[src/rtl/sequence_differencer.sv]
// Recovers per-cycle terms from a stream of running sums: term = sum - previous sum (mod 2^W).
// Valid/ready on both sides; single registered output stage with a saturating emit counter.
module sequence_differencer #(
  parameter int unsigned W  = 8,
  parameter int unsigned CW = 8
) (
  input  logic          clk,
  input  logic          reset,
  input  logic          restart,
  input  logic          in_valid,
  output logic          in_ready,
  input  logic [W-1:0]  in_sum,
  output logic          out_valid,
  input  logic          out_ready,
  output logic [W-1:0]  out_term,
  output logic          out_first,
  output logic          out_wrap,
  output logic [CW-1:0] count
);

  typedef enum logic [0:0] {StEmpty, StRun} state_e;

  state_e       state_q;
  logic [W-1:0] prev_q;
  logic         accept;
  logic         out_hs;
  logic         is_first;
  logic [W-1:0] base;

  assign in_ready = ~out_valid | out_ready;
  assign accept   = in_valid & in_ready;
  assign out_hs   = out_valid & out_ready;

  // A restart coinciding with an accept makes that very sum the first one.
  assign is_first = restart | (state_q == StEmpty);
  assign base     = is_first ? '0 : prev_q;

  always_ff @(posedge clk) begin
    if (reset) begin
      state_q   <= StEmpty;
      prev_q    <= '0;
      out_valid <= 1'b0;
      out_term  <= '0;
      out_first <= 1'b0;
      out_wrap  <= 1'b0;
      count     <= '0;
    end else begin
      if (accept) begin
        out_term  <= in_sum - base;
        out_wrap  <= (in_sum < base);
        out_first <= is_first;
        out_valid <= 1'b1;
        prev_q    <= in_sum;
        state_q   <= StRun;
      end else begin
        if (out_hs) begin
          out_valid <= 1'b0;
        end
        if (restart) begin
          prev_q  <= '0;
          state_q <= StEmpty;
        end
      end

      if (restart) begin
        count <= '0;
      end else if (out_hs && (count != '1)) begin
        count <= count + CW'(1);
      end
    end
  end

endmodule

[config.mk]
export PLATFORM = sky130hd
export DESIGN_NAME = sequence_differencer
export DESIGN_NICKNAME = d
export VERILOG_FILES = /design/src/rtl/sequence_differencer.sv
export SDC_FILE = /design/constraint.sdc
export NUM_CORES = 1
export LEC_CHECK = 0
export ABC_AREA = 1
export BUFFER_PORTS_ARGS = -buffer_cell sky130_fd_sc_hd__buf_2
export CAP_MARGIN = 10
export CORE_AREA = 3 3 58 60
export CTS_CLUSTER_SIZE = 12
export DETAILED_ROUTE_END_ITERATION = 12
export DIE_AREA = 0 0 61 63
export PLACE_DENSITY = 0.76
export SETUP_SLACK_MARGIN = 0.2
export SLEW_MARGIN = 25
export SYNTH_ARGS = -nofsm -noshare
export SYNTH_HDL_FRONTEND = slang
export SYNTH_SLANG_ARGS = --single-unit
[constraint.sdc]
create_clock -name clk -period 1.9 [get_ports clk]
set_input_delay 0.095 -clock clk [delete_from_list [all_inputs] [get_ports clk]]
set_output_delay 0.095 -clock clk [all_outputs]
set_load 0.01 [all_outputs]
==> results.md <==
- IO Pins: 33
- ANT cells: 0
- WL final: 3250 um
- CP required: 2.14 ns
- Status: finished clean
- Fin nets: 277
- HP Class: input pin to flop
- LEAKAGE: 0.863 nW
- WHS Endpoint: prev_q[0]$_SDFFE_PP0P_
- Via count of the first global-routing pass: 1259
- # rows: 20
- Critical path class: flop to flop
- Vias per cell: 5.02
- Hold_sp: in_sum[0]
- R2r setup slk: 0.23 ns
- Power per cell area: 605 mW/mm2
- Endpoint class of the critical path: flop
- Final WS setup: 0.232 ns
- Post-synth EDFFs: 0
- CTS Buffer Depth: 2
- Reg area: 562 um2
- Area grow syn2layout: 20.3%
- Initial antenna violation count: 0
- CP startpoint kind: flop
- Post-route ant nets: 0
- Layout cells sized above 1: 25.5%
- Yosys cell types: 25
- TritonCTS Sinks: 28
- Reg-to-Reg End: out_term[6]$_SDFFE_PP0P_
- CTS H-tree lvls: 1
- Post-DP HPWL: 2380 um
- WL/cell: 11.4 um
- Critical Path Fanout Max: 3
- GR Layer Usage met3: 2.89%
- 1st-iter DRT viols: 47
- Synth Instances: 217
- Via total after detailed routing: 1426
- Post-Syn Area per Cell: 7.03 um2
- Final Hold Viols: 0
- Placed cell area: 0.00171 mm2
- Final Critical Period: 1.67 ns
- Asr flop ratio synth: 0%
- Clock Latency Late Sink: 0.34 ns
- # DRC: 0
- Met2 Use GR: 28.5%
- Register area share after synthesis: 36.8%
- Peak supply drop: 0.319 mV
- Critical Path AT: 1.91 ns
- Final period util: 87.8%
- Initial Utilization: 51.2%
- Max-slew violation count: 0
- WP buf/inv: 1
- Final setup violation count: 0
- Slew headroom: 74.8%
- Post-synthesis cell area: 0.00153 mm2
- Reg2reg path depth: 11
- Layer with the highest usage: met2
- WHS: 0.00744 ns
- Final Cell Area: 0.00184 mm2
- Reg-to-Reg Start: state_q$_SDFFE_PP0P_
- Die X: 61 um
- RD Place Congestion: 0.832
- GRT Util Overall: 17.7%
- Global-route met1 utilization: 23.9%
- Family with the most delay on the worst path: simple AND/OR/NAND/NOR gates
- Max cap viols: 0
- Pre-Repair DR Iteration Count: 6
- Commonest non-fill, non-tap cell in the layout: nand2_1
- Worst path cell trace: nand2_2 > nor2_1 > ha_2 > inv_2 > fa_2 > nand2_2 > nand2_2 > nand3b_1 > a21oi_1 > nor2_1 > nor2_1
- TritonCTS clock tree: built
- Worst-Margin Slew: 0.377 ns
- Die height: 63 um
- Die area: 0.00384 mm2
- First-pass GRT wire length: 5380 um
- Worst Setup Slack post-DPL: 0.131 ns
- CP max-delay cell: dfxtp_2
- CTS buffer count: 3
- Primary FF master, synth: dfxtp_1
- Hold depth: 3
- Final Skew: 0.0106 ns
- Final core occ: 61.6%
- CORE AREA: 0.00298 mm2
- Setup_tns: 0 ns
- RSZ-0062 raised after global routing: true
- Critical Path Start: state_q$_SDFFE_PP0P_
- Fmax: 600 MHz
- Max stage delay on crit path: 0.35 ns
- Multi-input logic area: 923 um2
- Most frequent cells in the layout: nand2_1, buf_2, dfxtp_1, nor2_1, a21oi_1
- Root buffer cell: clkbuf_4
- FILL cells: 291
- Clock transition at path regs: 0.15 ns
- YS warnings: 0
- Largest net degree at the start of global routing: 26
- Overflow after GRT: 0
- Port bufs: 32
- Syn nets: 241
- Count of state elements after synthesis: 28
-- metrics by stage --
step	cells	power, mW
floorplan	217	0.786
global route	284	1.17
global placement	278	0.846
finish	284	1.11
detailed placement	278	0.849
CTS	282	1.10
-- worst register-to-register path: stages (launching register included) --
cell and delay, ns:
dfxtp_2 0.35, nand2_2 0.07, nor2_1 0.10, ha_2 0.18
inv_2 0.04, fa_2 0.35, nand2_2 0.09, nand2_2 0.06
nand3b_1 0.12, a21oi_1 0.08, nor2_1 0.10, nor2_1 0.04
-- report_power, final --
part           total (mW)  internal, mW  switching [mW]  leakage [nW]
registers           0.633         0.619          0.0146         0.230
clock network       0.249        0.0747           0.174        0.0138
logic               0.228        0.0950           0.133         0.619
-- worst max-delay path by stage --
stage	end	slack (ns)	cells after the start
4_1_cts	out_term[6]$_SDFFE_PP0P_	0.20	9
3_5_place_dp	out_term[7]$_SDFFE_PP0P_	0.13	11
6_report	out_term[6]$_SDFFE_PP0P_	0.23	11
3_3_place_gp	out_term[6]$_SDFFE_PP0P_	0.18	9
5_1_grt	out_term[6]$_SDFFE_PP0P_	0.09	12
2_1_floorplan	out_term[7]$_SDFFE_PP0P_	0.28	11
-- Yosys cell counts (2+ instances only) --
library cell	n	area (um2)
o21ai_0	12	60.1
or2_2	2	12.5
ha_1	10	125
nor2_1	24	90.1
nand3_1	18	90.1
buf_4	2	15.0
nand3b_1	2	15.0
xnor2_1	5	43.8
nand2_2	4	25.0
nand2_1	51	191
dfxtp_1	28	561
a21oi_1	24	120
clkbuf_1	2	7.51
inv_1	22	82.6
-- flip-flops by register name, indices dropped and copies added, names as in the netlist --
register / count
count: 8
out_first: 1
out_term: 8
out_valid: 1
out_wrap: 1
prev_q: 8
state_q: 1
-- routing by layer --
| metal | routed length (um) | up-vias | part of all wire, % |
|---|---|---|---|
| met1 | 1560 | 628 | 48 |
| met4 | 41 | 0 | 1.3 |
| met5 | 0 | - | 0 |
| li1 | - | 765 | - |
| met3 | 147 | 6 | 4.5 |
| met2 | 1500 | 27 | 46 |
-- logic make-up (layout without fill, tap and decap cells) --
family	count (synthesis)	count (layout)	synth area share, %
simple gates	104	104	29.4
compound gates	38	38	12.8
buf+inv	30	64	8.12
flops	28	28	36.8
fa+ha+maj	11	11	9.52
xor+xnor	6	6	3.45
-- cell type report --
type | instances | area share, %
clock buffer | 3 | 1.23
tap | 33 | 2.25
sequential | 28 | 30.6
timing repair buffer | 36 | 10.4
multi-input combinational | 159 | 50.3
inverter | 25 | 5.25
-- repair_timing --
| item | in CTS | in global routing |
|---|---|---|
| hold buffers | 0 | 0 |
| endpoints found under the setup margin | 6 | 6 |
| setup buffers | 1 | 2 |
| gates resized for setup | 3 | 13 |
| pin swaps | 0 | 3 |
No activity file was read; power rests on OpenSTA's default activity.
